[src/rtl/serial_to_parallel_hs.sv]
// Serial-to-parallel deserializer with qualified bits, selectable bit order,
// sof resynchronisation and a ready/valid holding register with sticky overrun.
module serial_to_parallel_hs #(
  parameter int N         = 8,
  parameter bit MSB_FIRST = 1'b0
) (
  input  logic                 clk,
  input  logic                 reset,
  input  logic                 data_in,
  input  logic                 bit_valid,
  input  logic                 sof,
  input  logic                 clear_ovr,
  input  logic                 m_ready,
  output logic                 m_valid,
  output logic [N-1:0]         data_out,
  output logic                 full_tick,
  output logic                 overrun,
  output logic [$clog2(N)-1:0] bit_count
);

  localparam int            CW   = $clog2(N);
  localparam logic [CW-1:0] LAST = CW'(N - 1);

  logic [N-1:0]  shift_reg;
  logic [N-1:0]  word;
  logic [CW-1:0] slot;
  logic [CW-1:0] pos;
  logic          complete;
  logic          load;
  logic          drop;

  // The incoming bit is written straight into its final position, so the
  // completed word (including the last bit) is available combinationally.
  always_comb begin
    slot      = (bit_valid && sof) ? '0 : bit_count;
    pos       = MSB_FIRST ? (LAST - slot) : slot;
    word      = shift_reg;
    word[pos] = data_in;
    complete  = bit_valid && (slot == LAST);
    load      = complete && (!m_valid || m_ready);
    drop      = complete && m_valid && !m_ready;
  end

  always_ff @(posedge clk) begin
    if (!reset) begin
      shift_reg <= '0;
      bit_count <= '0;
      data_out  <= '0;
      m_valid   <= 1'b0;
      full_tick <= 1'b0;
      overrun   <= 1'b0;
    end else begin
      full_tick <= complete;
      if (bit_valid) begin
        shift_reg <= word;
        bit_count <= complete ? '0 : slot + CW'(1);
      end
      if (load) begin
        data_out <= word;
        m_valid  <= 1'b1;
      end else if (m_valid && m_ready) begin
        m_valid <= 1'b0;
      end
      // A drop on the same edge as clear_ovr leaves the flag set.
      if (drop) begin
        overrun <= 1'b1;
      end else if (clear_ovr) begin
        overrun <= 1'b0;
      end
    end
  end

endmodule

[config.mk]
export PLATFORM = sky130hd
export DESIGN_NAME = serial_to_parallel_hs
export DESIGN_NICKNAME = d
export VERILOG_FILES = /design/src/rtl/serial_to_parallel_hs.sv
export SDC_FILE = /design/constraint.sdc
export NUM_CORES = 1
export LEC_CHECK = 0
export BUFFER_PORTS_ARGS = -buffer_cell sky130_fd_sc_hd__buf_2
export CAP_MARGIN = 20
export CORE_MARGIN = 3
export CORE_UTILIZATION = 44
export CTS_CLUSTER_DIAMETER = 30
export DETAILED_ROUTE_END_ITERATION = 10
export PLACE_DENSITY = 0.66
export SLEW_MARGIN = 20
export SYNTH_ARGS = -nofsm -noshare
export SYNTH_HDL_FRONTEND = slang
export SYNTH_SLANG_ARGS = --single-unit
[constraint.sdc]
create_clock -name clk -period 2.2 [get_ports clk]
set_input_delay 0.44 -clock clk [delete_from_list [all_inputs] [get_ports clk]]
set_output_delay 0.44 -clock clk [all_outputs]
set_load 0.005 [all_outputs]
# [Yosys cells after proc, flatten, opt, wreduce, memory -nomap -nowiden]
# Index checks and enable logic that the tools add are counted.
[classes] n_lt_le_gt_ge=2 n_reduce_logical=12 n_mux=9 n_eq_ne=1 n_addsub=1
[op_table] op="bitwise mux 8 bit" n=1
[op_table] op="logical AND 1 bit" n=7
[op_table] op="two-way mux 3 bit" n=2
[op_table] op="two-way mux 1 bit" n=5
[op_table] op="< comparator 3 x 4 -> 1 bit (second input constant)" n=1
[op_table] op="nonzero test 2 bit" n=2
[op_table] op="adder 3 x 1 -> 3 bit (second input constant)" n=1
[op_table] op="demux 1 bit (select 3 bit)" n=1
[op_table] op="== test 3 bit (second input constant)" n=1
[op_table] op=">= comparator 3 x 1 -> 1 bit (second input constant)" n=1
[op_table] op="zero test 1 bit" n=2
[op_table] op="logical OR 1 bit" n=1
[totals] reg_bits=22 out_inout_bits=14 wordCells=31 input_bits=7

# [Depth between registers and ports, before layout]
[depth] depth_word=7 depth_mapped=10 depth_no_buf=7

# [Least setup slack after synthesis]
# Ideal clock, no wire load.
[synth_path] path_kind="input port to flip-flop" start="in bit_valid" end="reg data_out[0]" setup_ns=0.146 path_slack_ns=0.245 required_ns=2.054 arrival_ns=1.809 path_stages=10 cell_sequence="clkbuf_2 buf_4 nand2_1 and2_1 ha_1 ha_1 and2_1 buf_4 a21oi_1 a311oi_1"
[synth_via] elab_chain_cells=7
[synth_rtl] item="from (decl)" line="10" rtl="input logic bit_valid,"
[synth_rtl] item="logical AND 1 bit" line="35" rtl="slot = (bit_valid && sof) ? '0 : bit_count;"
[synth_rtl] item="two-way mux 3 bit" line="35"
[synth_rtl] item="< comparator 3 x 4 -> 1 bit (not written as such) or >= comparator 3 x 1 -> 1 bit (tied branches)" line="38" rtl="word[pos] = data_in;"
[synth_rtl] item="logical AND 1 bit (not written as such)" line="38"
[synth_rtl] item="two-way mux 1 bit (not written as such)" line="38"
[synth_rtl] item="demux 1 bit (select 3 bit)" line="38"
[synth_rtl] item="bitwise mux 8 bit" line="38"
[synth_rtl] item="to (signal assigned)" line="59" rtl="data_out <= word;"
[synth_rtl] item="to (decl)" line="15" rtl="output logic [N-1:0] data_out,"
# Several ways; a longest one is shown, not always the timed one.
# A chain may end at the register's enable or synchronous reset.

# [Worst setup path after layout]
[layout_path] start="reg bit_count[1]" end="reg data_out[5]"
[layout_via] elab_chain_cells=6
[layout_rtl] item="from (decl)" line="18" rtl="output logic [$clog2(N)-1:0] bit_count"
[layout_rtl] item="from (signal assigned)" line="56" rtl="bit_count <= complete ? '0 : slot + CW'(1);"
[layout_rtl] item="two-way mux 3 bit *" line="35"
[layout_rtl] item="< comparator 3 x 4 -> 1 bit (not written as such) or >= comparator 3 x 1 -> 1 bit (tied branches)" line="38"
[layout_rtl] item="logical AND 1 bit (not written as such)" line="38"
[layout_rtl] item="two-way mux 1 bit (not written as such)" line="38"
[layout_rtl] item="demux 1 bit (select 3 bit)" line="38"
[layout_rtl] item="bitwise mux 8 bit" line="38"
# Every way passes the cells marked *; elsewhere a longest branch is shown, timed or not.

==> results.toml <==
[timing]
hold_viol = 0
max_freq_mhz = 545
fin_crit_sh_pct = 83.4
period_minus_slack_ps = 1830
totalNegativeSetupSlack_ps = 0
drv_slew = 0
finalClockSkew_ps = 4.25
final-setup-viol-count = 0
hold-worst-slack_ps = 408
tightest_slew_ps = 623
rsz0062_at_grt = "false"
slew-limit-headroom_pct = 58.4

[die]
design.die.area_mm2 = 0.00316
num_io_pins = 21
core_area_mm2 = 0.00230
row_count = 17
initial_core_util_pct = 48.4
fp.dieW_um = 56.3
die_h_um = 56.3

[global_routing]
grt_overflow = 0
grt_max_degree = 22
antenna_found_initial = 0
grt_use_total_pct = 17.5
grt_pass1_vias = 1037
grt_pass1_wl_um = 4560

[synth]
ys_seq_area_share_pct = 39.6
synth.cell_area_mm2 = 0.00111
synth-adder-area-share_pct = 2.25
synth_cell_type_count = 29
synthMuxAreaShare_pct = 0.901
synth_top_family_by_area = "compound AO/OA/AOI/OAI gates"
ys_seq_elements = 22
ys_warn_count = 0
synth_area_per_cell_um2 = 8.42
synth-simple-area-share_pct = 24.9
synth_xor_xnor_area_share_pct = 0
synth_cells = 132
synth_compound_area_share_pct = 25.6
syn-num-nets = 141

[cells_and_area]
final_common_cell = "dfxtp_1"
diodes = 0
nets = 159
instances_no_fill = 176
final_cell_mix = "dfxtp_1, a21oi_1, buf_2"
fill_cells = 216
syn2layout_area_growth_pct = 11.3
final_cell_area_mm2 = 0.00124
layout-drive-gt1-share_pct = 20.3

[routing]
viasPerCell = 5.94
postRouteWirelength_um = 2580
drc = 0
ant_nets = 0
dr.first_iter.drc_count = 64
num_vias = 1045
wl_per_cell_um = 14.6
firstDrtPassIters = 4

[cts]
cts_tree = "yes"
cts_made_buffers = 3
cts_setup_buffers = 0
cts_resized = 0
worstSkewPairLatency_ps = 300
htreeDepth = 1
cts-hold-fix-buffers = 0
cts_buffer_depth = 2
cts_sinks = 22
cts_root_buffer = "clkbuf_4"
cts.clk_slew.worst_paths_ps = 120

[worst_setup_path]
critPathLaunchType = "flop"
crit_required_ps = 2410
crit_fanout = 9
worstPathArrival_ps = 2050
criticalPathCategory = "reg2reg"
cp-end-kind = "flop"
r2r_setup_slack_ps = 370

[placed_design]
dp_cells = 173
dpl_cell_area_mm2 = 0.00121
gp_congestion = 0.790
dpl.hpwl_um = 1880
portBuffers = 20

[min_path]
min_path_type = "in2reg"

[status]
status = "finished clean"

[power_and_ir_drop]
peakVddDrop_mv = 0.328
cellPowerDensity_mw_per_mm2 = 535
power_leakage_nw = 0.472

[job]
maxCapViolations = 0
## metal layers
layer / vias up / wire length, um / share of wire, % / track usage (%)
li1: 516 / - / - / -
met3: 2 / 185 / 7.2 / 3.22
met2: 47 / 1200 / 47 / 28.7
met4: 0 / 17 / 0.66 / 7.80
met5: - / 0 / 0 / 0
met1: 480 / 1170 / 46 / 22.2
## cells by family (layout without fill, tap and decap cells)
group | count (synthesis) | in the layout
AND/OR/NAND/NOR | 47 | 47
multiplexers | 1 | 1
buffers and inverters | 13 | 29
AO/OA/AOI/OAI | 47 | 47
flip-flops | 22 | 22
adder cells (fa/ha/maj) | 2 | 2
## final cells by class
class | count | area [um^2] | area share (%)
timing repair buffer | 24 | 130 | 10.5
sequential | 22 | 440 | 35.6
inverter | 2 | 12.5 | 1.01
tap | 28 | 35.0 | 2.83
multi-input combinational | 97 | 596 | 48.2
clock buffer | 3 | 22.5 | 1.82
## cell usage after synthesis, drive strengths merged
| master | number | area, um^2 |
|---|---|---|
| a21oi | 21 | 105 |
| inv | 1 | 3.75 |
| a21bo | 1 | 16.3 |
| clkbuf | 4 | 16.3 |
| nor2b | 4 | 25.0 |
| o31ai | 2 | 15.0 |
| nor3b | 1 | 12.5 |
| buf | 7 | 46.3 |
| nand2b | 6 | 37.5 |
| a311oi | 8 | 70.1 |
| or3b | 1 | 8.76 |
| nand4 | 4 | 25.0 |
| nand3b | 5 | 37.5 |
| and3b | 1 | 8.76 |
| nor3 | 1 | 5.00 |
| clkinv | 1 | 8.76 |
| or2b | 1 | 7.51 |
| nand2 | 5 | 18.8 |
| mux2i | 1 | 10.0 |
| ha | 2 | 25.0 |
| dfxtp | 22 | 440 |
| o21ai | 14 | 70.1 |
| nand3 | 10 | 50.1 |
| a21o | 1 | 7.51 |
| nor2 | 4 | 15.0 |
| and2 | 4 | 25.0 |
## through the flow
step / utilization (%) / setup slack, ps / total power, mW
after global routing: 53.8 / 151 / 0.691
final: 53.8 / 365 / 0.661
after detailed placement: 52.8 / 107 / 0.487
after CTS: 53.8 / 353 / 0.663
after global placement: 52.8 / 187 / 0.486
after floorplan: - / 245 / 0.467
## power breakdown
group,switching [mW],internal [mW]
logic,0.0468,0.0272
clock network,0.118,0.0639
registers,0.00238,0.403
## final timing paths
path | startpoint | depth (start not counted) | end
setup / recovery | bit_count[1] | 7 | data_out[5]
hold / removal | reset | 3 | shift_reg[0]
setup reg to reg | bit_count[1] | 7 | data_out[5]
hold reg to reg | shift_reg[1] | 2 | shift_reg[1]
## worst max-delay path, stage by stage, from the launching register on
cell      delay (ps)
dfxtp_1          360
a21bo_4          250
clkinv_4          60
ha_1             130
ha_1             210
and2_1           330
a21oi_1          120
a311oi_1         270
Note: power is estimated with default switching activity, not from simulation.
